==> config.mk <==
export PLATFORM = sky130hd
export DESIGN_NAME = amm_master_arbiter
export DESIGN_NICKNAME = d
export VERILOG_FILES = /design/src/rtl/amm_arb_pkg.sv /design/src/rtl/rd_id_fifo.sv /design/src/rtl/amm_master_arbiter.sv
export SDC_FILE = /design/constraint.sdc
export NUM_CORES = 1
export LEC_CHECK = 0
export ABC_AREA = 1
export CAP_MARGIN = 40
export CORE_AREA = 2 2 101 103
export CTS_CLUSTER_SIZE = 10
export DETAILED_ROUTE_END_ITERATION = 8
export DIE_AREA = 0 0 103 105
export PLACE_DENSITY = 0.68
export SLEW_MARGIN = 15
export SYNTH_ARGS = -nofsm -noshare
export SYNTH_HDL_FRONTEND = slang
export SYNTH_SLANG_ARGS = --single-unit
==> constraint.sdc <==
create_clock -name clk -period 4.73 [get_ports clk]
set_input_delay 0.946 -clock clk [delete_from_list [all_inputs] [get_ports clk]]
set_output_delay 0.946 -clock clk [all_outputs]
set_load 0.005 [all_outputs]
==> src/rtl/amm_arb_pkg.sv <==
// amm_arb_pkg
//   Shared types for the two-requester Avalon-MM master arbiter.
//   arb_state_t : arbiter FSM state (ARB = free arbitration, HOLD = grant
//                 frozen while the slave stalls).
//   rq_id_t     : requester identifier stored per outstanding read.
//   NUM_RQ      : number of requesters sharing the master port.
package amm_arb_pkg;

  localparam int NUM_RQ = 2;

  typedef enum logic {
    ARB  = 1'b0,
    HOLD = 1'b1
  } arb_state_t;

  typedef logic rq_id_t;

endpackage

==> src/rtl/rd_id_fifo.sv <==
// rd_id_fifo
//   Synchronous FIFO holding the requester ID of every outstanding read,
//   oldest at the head. Pointers wrap modulo DEPTH, so DEPTH need not be a
//   power of two.
// Ports:
//   clk, reset     : clock, synchronous active-high reset (empties the FIFO)
//   push, push_id  : enqueue push_id (ignored when full)
//   pop            : dequeue the head (ignored when empty)
//   full, empty    : occupancy flags
//   head           : ID at the head, valid when !empty
//   count          : number of stored IDs, 0..DEPTH
module rd_id_fifo
  import amm_arb_pkg::*;
#(
  parameter int DEPTH = 4
) (
  input  logic                         clk,
  input  logic                         reset,
  input  logic                         push,
  input  rq_id_t                       push_id,
  input  logic                         pop,
  output logic                         full,
  output logic                         empty,
  output rq_id_t                       head,
  output logic [$clog2(DEPTH+1)-1:0]   count
);

  localparam int CW = $clog2(DEPTH + 1);
  localparam int PW = (DEPTH > 1) ? $clog2(DEPTH) : 1;

  rq_id_t          mem_q [DEPTH];
  logic [PW-1:0]   wr_ptr_q, rd_ptr_q;
  logic [CW-1:0]   count_q;
  logic            push_eff, pop_eff;

  function automatic logic [PW-1:0] ptr_next(input logic [PW-1:0] p);
    if (p == PW'(DEPTH - 1)) return '0;
    return p + 1'b1;
  endfunction

  assign full     = (count_q == CW'(DEPTH));
  assign empty    = (count_q == '0);
  assign head     = mem_q[rd_ptr_q];
  assign count    = count_q;
  assign push_eff = push & ~full;
  assign pop_eff  = pop & ~empty;

  always_ff @(posedge clk) begin
    if (reset) begin
      wr_ptr_q <= '0;
      rd_ptr_q <= '0;
      count_q  <= '0;
    end else begin
      if (push_eff) begin
        mem_q[wr_ptr_q] <= push_id;
        wr_ptr_q        <= ptr_next(wr_ptr_q);
      end
      if (pop_eff) begin
        rd_ptr_q <= ptr_next(rd_ptr_q);
      end
      count_q <= count_q + CW'(push_eff) - CW'(pop_eff);
    end
  end

endmodule

==> src/rtl/amm_master_arbiter.sv <==
// amm_master_arbiter
//   Shares one Avalon-MM master port between two requesters (0 = PCA
//   projection engine, 1 = face-distance engine). Commands are granted
//   round-robin; the grant is frozen while the slave asserts waitrequest.
//   Outstanding read IDs are queued so each readdatavalid is routed back to
//   the requester that issued the read.
// Ports:
//   clk, reset            : clock, synchronous active-high reset
//   rq_address/writedata  : per-requester command payload
//   rq_read/rq_write      : per-requester strobes (write wins if both set)
//   rq_waitrequest        : low only in the cycle that requester's command
//                           is accepted by the slave
//   rq_readdata           : master_readdata broadcast to both requesters
//   rq_readdatavalid      : one-hot routed read-data-valid
//   master_*              : shared Avalon-MM master port
//   pending_count         : outstanding reads
//   err_unexpected_rdv    : sticky, readdatavalid seen with no read pending
//   arb_state             : current FSM state for observation
//
// Handshake: a command transfers in the cycle its strobe is high and
// master_waitrequest is low; that same cycle rq_waitrequest[sel] is low.
// While master_waitrequest is high the forwarded command does not change.
module amm_master_arbiter
  import amm_arb_pkg::*;
#(
  parameter int ADDRESSWIDTH = 28,
  parameter int DATAWIDTH    = 32,
  parameter int MAX_PENDING  = 4
) (
  input  logic                                clk,
  input  logic                                reset,
  input  logic [NUM_RQ-1:0][ADDRESSWIDTH-1:0] rq_address,
  input  logic [NUM_RQ-1:0][DATAWIDTH-1:0]    rq_writedata,
  input  logic [NUM_RQ-1:0]                   rq_read,
  input  logic [NUM_RQ-1:0]                   rq_write,
  output logic [NUM_RQ-1:0]                   rq_waitrequest,
  output logic [DATAWIDTH-1:0]                rq_readdata,
  output logic [NUM_RQ-1:0]                   rq_readdatavalid,
  output logic [ADDRESSWIDTH-1:0]             master_address,
  output logic [DATAWIDTH-1:0]                master_writedata,
  output logic                                master_read,
  output logic                                master_write,
  input  logic [DATAWIDTH-1:0]                master_readdata,
  input  logic                                master_readdatavalid,
  input  logic                                master_waitrequest,
  output logic [$clog2(MAX_PENDING+1)-1:0]    pending_count,
  output logic                                err_unexpected_rdv,
  output arb_state_t                          arb_state
);

  arb_state_t  state_q, state_d;
  rq_id_t      owner_q, owner_d;
  rq_id_t      last_q, last_d;
  logic        err_q, err_d;

  logic        fifo_full, fifo_empty;
  rq_id_t      fifo_head;
  logic [NUM_RQ-1:0] elig;
  rq_id_t      sel;
  logic        cmd_valid, sel_wr, sel_rd, accept, push, pop;

  rd_id_fifo #(.DEPTH(MAX_PENDING)) u_rd_id_fifo (
    .clk     (clk),
    .reset   (reset),
    .push    (push),
    .push_id (sel),
    .pop     (pop),
    .full    (fifo_full),
    .empty   (fifo_empty),
    .head    (fifo_head),
    .count   (pending_count)
  );

  // Selection: HOLD pins the owner; ARB prefers the requester not granted last.
  always_comb begin
    elig      = rq_write | (rq_read & {NUM_RQ{~fifo_full}});
    sel       = ~last_q;
    cmd_valid = 1'b0;
    if (state_q == HOLD) begin
      // A held read was admissible when it entered HOLD; count cannot grow
      // while held, so the full check is deliberately skipped here.
      sel       = owner_q;
      cmd_valid = rq_write[owner_q] | rq_read[owner_q];
    end else if (elig[~last_q]) begin
      sel       = ~last_q;
      cmd_valid = 1'b1;
    end else if (elig[last_q]) begin
      sel       = last_q;
      cmd_valid = 1'b1;
    end
  end

  always_comb begin
    sel_wr           = rq_write[sel];
    sel_rd           = rq_read[sel] & ~rq_write[sel];
    master_address   = rq_address[sel];
    master_writedata = rq_writedata[sel];
    master_write     = ~reset & cmd_valid & sel_wr;
    master_read      = ~reset & cmd_valid & sel_rd;
    accept           = ~reset & cmd_valid & ~master_waitrequest;
    push             = accept & sel_rd;
    pop              = ~reset & master_readdatavalid & ~fifo_empty;

    rq_waitrequest = '1;
    if (accept) rq_waitrequest[sel] = 1'b0;

    // Pop routes the pre-push head, so a same-cycle push cannot be returned.
    rq_readdatavalid = '0;
    if (pop) rq_readdatavalid[fifo_head] = 1'b1;
  end

  assign rq_readdata        = master_readdata;
  assign err_unexpected_rdv = err_q;
  assign arb_state          = state_q;

  always_comb begin
    state_d = state_q;
    owner_d = owner_q;
    last_d  = last_q;
    err_d   = err_q | (master_readdatavalid & fifo_empty);
    case (state_q)
      ARB: begin
        if (cmd_valid) begin
          if (master_waitrequest) begin
            state_d = HOLD;
            owner_d = sel;
          end else begin
            last_d = sel;
          end
        end
      end
      HOLD: begin
        if (!master_waitrequest) begin
          state_d = ARB;
          last_d  = owner_q;
        end
      end
      default: state_d = ARB;
    endcase
  end

  always_ff @(posedge clk) begin
    if (reset) begin
      state_q <= ARB;
      owner_q <= 1'b0;
      last_q  <= 1'b1;
      err_q   <= 1'b0;
    end else begin
      state_q <= state_d;
      owner_q <= owner_d;
      last_q  <= last_d;
      err_q   <= err_d;
    end
  end

endmodule

==> metrics.cfg, run 1 <==
[place]
post-place-ws_ns = 0.6198
io_buffers = 198
dp_hpwl_mm = 6.513
globalplace.congestion = 0.8941

[die]
io_pins = 263
start_util_pct = 20.52
dieArea_um2 = 10820
rows = 36
die_w_um = 103
core_area_um2 = 9639
die_h_um = 105

[hold_path]
hp-class = reg -> reg

[timing]
finalSetupViolations = 0
skew_ns = 0.002266
hold_viol = 0
hold_ws_ns = 0.4490
tns_ns = 0
relSlewSlack_pct = 63.08
rsz0062_at_grt = false
finalCritPeriodShare_pct = 86.60
drv_slew = 0
max_freq_mhz = 244.1
tightest_slew_ns = 0.5495
finalWorstSetupSlack_ns = 0.6339
period_minus_slack_ns = 4.096

[grt]
grt_use_total_pct = 13.61
grt_pass1_wl_mm = 11.71
busiest_layer = met2
overflow = 0
met1_usage_pct = 14.99
grt_pass1_vias = 2416
met2_usage_pct = 24.12
grt_use_met3_pct = 5.017
grt_max_degree = 65
antenna_found_initial = 0

[logic_synthesis]
synth.distinct_cells = 26
synth_fp_nets = 526
ys_warn_count = 0
ys_ff_latch = 17
syn_area_um2 = 1978
avgSynthCellArea_um2 = 5.526
synthCells = 358
ys_seq_area_share_pct = 19.23

[worst_setup_path]
cp_data_required_time_ns = 3.78
cp_max_fo = 44
crit_path_end_kind = output pin
critPathArrivalTime_ns = 3.15
start_kind = input pin
critical_path_class = in -> out

[routing]
drt-total-wl_mm = 7.790
viasPerCell = 3.975
drt-initial-drc-count = 48
postRouteAntennaNets = 0
vias = 2584
drc_errors = 0
dr.pass1.iters = 4
wl_per_cell_um = 11.98

[cts]
clockRootBuffer = clkbuf_8
ctsHoldBuffers = 0
cts.sinks = 17
post-cts-setup-buffers = 0
cts_tree = built
cts_buffers = 3
clock_latency_ns = 0.25
path_clk_slew_ns = 0.07
h-tree-depth = 1
cts_resized = 0
cts.path.max_buffers = 2

[run_status]
status = complete, no violations

[power]
p_total_mw = 1.013
cellLeakagePower_nw = 1.838
ir_drop_mv = 0.1538
power.density_nw_per_um2 = 259.7

[layout]
final_common_cell = nand2_1
areaGrowthSynthToFinish_pct = 97.15
finalNetCount = 686
post_route_cells_drive_above_1_share_pct = 3.095
diodes = 0
utilization_pct = 40.46
final_cell_mix = 202 x nand2_1, 198 x clkdlybuf4s50_1, 31 x inv_1, 18 x nor2_1, 13 x dfxtp_1

[job]
cap_violations = 0

cell type report:
cell class                      instances  area (µm²)
Clock buffer                            4       45.04
Sequential cell                        17       380.4
Multi-Input combinational cell        264        1166
Fill cell                            1028        5739
Inverter                               32       120.1
Tap cell                              133       166.4
Timing Repair Buffer                  200        2022
cell usage after synthesis:
cell	n	area, µm²
nand3_4	1	17.52
a21oi_1	6	30.03
buf_4	32	240.2
edfxtp_1	4	120.1
o21ai_0	4	20.02
nand2_4	1	11.26
a21oi_2	1	8.760
o311ai_0	1	8.760
nand2_1	202	758.2
ha_1	7	87.58
nand3_1	7	35.03
nand4_1	2	12.51
dfxtp_1	13	260.3
nand3b_1	1	7.510
nor2_1	18	67.56
inv_2	1	3.750
buf_2	12	60.06
fa_1	1	20.02
nor2_2	1	6.260
nor3_1	2	10.01
o211a_1	1	10.01
buf_6	1	11.26
xnor2_1	1	8.760
nand2_2	6	37.54
a32oi_1	1	8.760
inv_1	31	116.4
power by group:
part	switching, mW	total [mW]	internal [mW]	leakage (nW)
combinational	0.306	0.710	0.404	1.67
sequential	0.0199	0.194	0.174	0.143
clock	0.0490	0.109	0.0598	0.0228
worst max-delay path, stage by stage:
cell             delay (ns)
clkdlybuf4s50_1        0.47
nand2_1                0.10
nand2_1                0.06
nand3_1                0.07
nand2_1                0.06
nand2_2                0.08
nand2_2                0.08
inv_2                  0.33
buf_12                 0.27
nand2_1                0.07
nand2_1                0.08
clkdlybuf4s50_1        0.51
final timing paths:
| check | start | to | slack, ns | depth (start not counted) |
|---|---|---|---|---|
| worst max-delay path | rq_read[0] | master_writedata[26] | 0.63 | 12 |
| worst min-delay path | err_unexpected_rdv | err_unexpected_rdv | 0.45 | 2 |
| worst max register to register | u_rd_id_fifo.count[1] | u_rd_id_fifo.count[2] | 2.01 | 18 |
| worst min register to register | err_unexpected_rdv | err_unexpected_rdv | 0.45 | 2 |
per-stage QoR:
stage / cells / area, µm²
6_report: 650 / 3900
3_5_place_dp: 646 / 3855
2_1_floorplan: 358 / 1978
3_3_place_gp: 646 / 3855
5_1_grt: 650 / 3900
4_1_cts: 650 / 3900
cells by family (layout without fill, tap and decap cells):
group	after synthesis	in the layout	synth area share (%)
buffers and inverters	77	236	21.82
AO/OA/AOI/OAI	14	14	4.365
flip-flops	17	17	19.23
adder cells (fa/ha/maj)	8	8	5.439
XOR/XNOR	1	1	0.4428
AND/OR/NAND/NOR	241	241	48.70
metal layers:
metal | up-vias | routed length [µm]
li1 | 1365 | -
met1 | 1089 | 2998
met2 | 118 | 3848
met3 | 12 | 802
met4 | 0 | 141
met5 | - | 0
Note: power is estimated with default switching activity, not from simulation.
==> run 2: changes to the inputs <==
--- a/config.mk
+++ b/config.mk
@@ -11,7 +11,7 @@
 export CTS_CLUSTER_SIZE = 10
 export DETAILED_ROUTE_END_ITERATION = 8
 export DIE_AREA = 0 0 103 105
-export PLACE_DENSITY = 0.68
+export PLACE_DENSITY = 0.64
 export SLEW_MARGIN = 15
 export SYNTH_ARGS = -nofsm -noshare
 export SYNTH_HDL_FRONTEND = slang
==> run 2 against run 1 <==
  * Count of clock-buffer cells in the layout is 1 lower
  * Non-clock buffer count is 2 higher
  * Die area stayed put
  * Largest cell class unchanged
  * Highest routed layer unchanged
==> metrics.cfg, run 2 (synthesized netlist as in run 1, its figures left out) <==
[run_status]
status = complete, no violations

[timing]
relSlewSlack_pct = 68.09
finalWorstSetupSlack_ns = 0.6558
skew_ns = 0.001380
tns_ns = 0
finalCritPeriodShare_pct = 86.14
max_freq_mhz = 245.4
hold_viol = 0
drv_slew = 0
rsz0062_at_grt = false
period_minus_slack_ns = 4.074
finalSetupViolations = 0
tightest_slew_ns = 0.4750

[hold_path]
hp-start = err_unexpected_rdv
min_path_cells = 2
hp-class = reg -> reg
hold_path_end = err_unexpected_rdv

[layout]
areaGrowthSynthToFinish_pct = 97.34
diodes = 0
final_common_cell = nand2_1
finalNetCount = 688
final_cell_mix = 202 x nand2_1, 198 x clkdlybuf4s50_1, 31 x inv_1, 18 x nor2_1, 13 x dfxtp_1
post_route_cells_drive_above_1_share_pct = 3.661
fillCellCount = 1039
utilization_pct = 40.50
design_area_um2 = 3904
stdcell_count = 652

[worst_setup_path]
r2r_start = u_rd_id_fifo.count[1]
cp_data_required_time_ns = 3.78
cp_max_fo = 42
critPathArrivalTime_ns = 3.13
crit_start = rq_read[0]
start_kind = input pin
rrSetupSlack_ns = 2.04
r2r.worst_path.cells = 18
critical_path_class = in -> out
crit_path_end_kind = output pin
r2r_end = u_rd_id_fifo.count[2]

[grt]
met2_usage_pct = 27.32
antenna_found_initial = 0
grt_pass1_vias = 2679
overflow = 0
grt_pass1_wl_mm = 12.85
grt_use_total_pct = 14.75
met1_usage_pct = 15.78
grt_max_degree = 50
grt_use_met3_pct = 5.819
busiest_layer = met2

[power]
cellLeakagePower_nw = 1.846
switching_power_uw = 383.1
power_frac_clock_pct = 10.5
p_sw_share_pct = 37.56
p_int_uw = 636.9
combPwrFrac_pct = 70.4
ir_drop_mv = 0.1340
p_seq_share_pct = 19.1
power.density_nw_per_um2 = 261.3

[place]
placed_area_um2 = 3857
post-place-ws_ns = 0.6553
globalplace.congestion = 0.8627
post-place-cells = 648
dp_hpwl_mm = 6.946
io_buffers = 198

[cts]
cts_buffers = 3
cts_resized = 0
clockRootBuffer = clkbuf_8
cts_tree = built
post-cts-setup-buffers = 0
ctsHoldBuffers = 0
path_clk_slew_ns = 0.07
h-tree-depth = 1
clock_latency_ns = 0.25
cts.path.max_buffers = 2
cts.sinks = 17

[die]
die_w_um = 103
die_h_um = 105
start_util_pct = 20.52
dieArea_um2 = 10820
rows = 36
core_area_um2 = 9639
io_pins = 263

[routing]
drt-initial-drc-count = 51
drt-total-wl_mm = 8.272
wl_per_cell_um = 12.69
vias = 2620
drc_errors = 0
postRouteAntennaNets = 0
dr.pass1.iters = 4
viasPerCell = 4.018

[job]
cap_violations = 0

==> run 2: per-layer routing <==
metal / vias to the layer above / routed length [µm]
met5: - / 0
met4: 0 / 65
met3: 4 / 786
met2: 115 / 4308
met1: 1139 / 3111
li1: 1362 / -
==> run 2: layout make-up <==
type / count / area (µm²) / share of cell area, %
Multi-Input combinational cell: 264 / 1166 / 29.87
Clock buffer: 3 / 41.29 / 1.058
Inverter: 32 / 120.1 / 3.077
Sequential cell: 17 / 380.4 / 9.744
Tap cell: 133 / 166.4 / 4.263
Timing Repair Buffer: 202 / 2024 / 51.86
Clock inverter: 1 / 5.005 / 0.1282
==> run 2: stage by stage <==
| stage | power (mW) | hold WS (ns) |
|---|---|---|
| 2_1_floorplan | 0.5161 | 0.4405 |
| 3_3_place_gp | 0.9135 | 0.4399 |
| 3_5_place_dp | 0.9197 | 0.4531 |
| 4_1_cts | 1.036 | 0.4631 |
| 5_1_grt | 1.118 | 0.4825 |
| 6_report | 1.020 | 0.4618 |
==> run 2: worst max path at each step <==
| stage | endpoint | slack, ns | cells after the start |
|---|---|---|---|
| detailed placement | master_writedata[27] | 0.66 | 11 |
| CTS | master_writedata[27] | 0.65 | 11 |
| floorplan | master_writedata[14] | 1.95 | 11 |
| finish | master_writedata[29] | 0.66 | 11 |
| global route | master_writedata[2] | 0.46 | 11 |
| global placement | master_writedata[2] | 0.69 | 11 |
==> run 2: power groups by stage <==
stage	Combinational [mW]	Clock (mW)	Sequential [mW]
3_5_place_dp	0.721	0	0.198
4_1_cts	0.730	0.111	0.195
6_report	0.718	0.107	0.195
2_1_floorplan	0.320	0	0.196
3_3_place_gp	0.717	0	0.197
5_1_grt	0.799	0.121	0.198
==> run 2: worst max-delay path: stages <==
cell,delay [ns]
clkdlybuf4s50_1,0.55
nand2_1,0.07
nand2_1,0.08
nand3_1,0.07
nand2_1,0.08
nand2_2,0.07
nand2_2,0.11
buf_4,0.37
nand2_1,0.11
nand2_1,0.12
clkdlybuf4s50_1,0.52
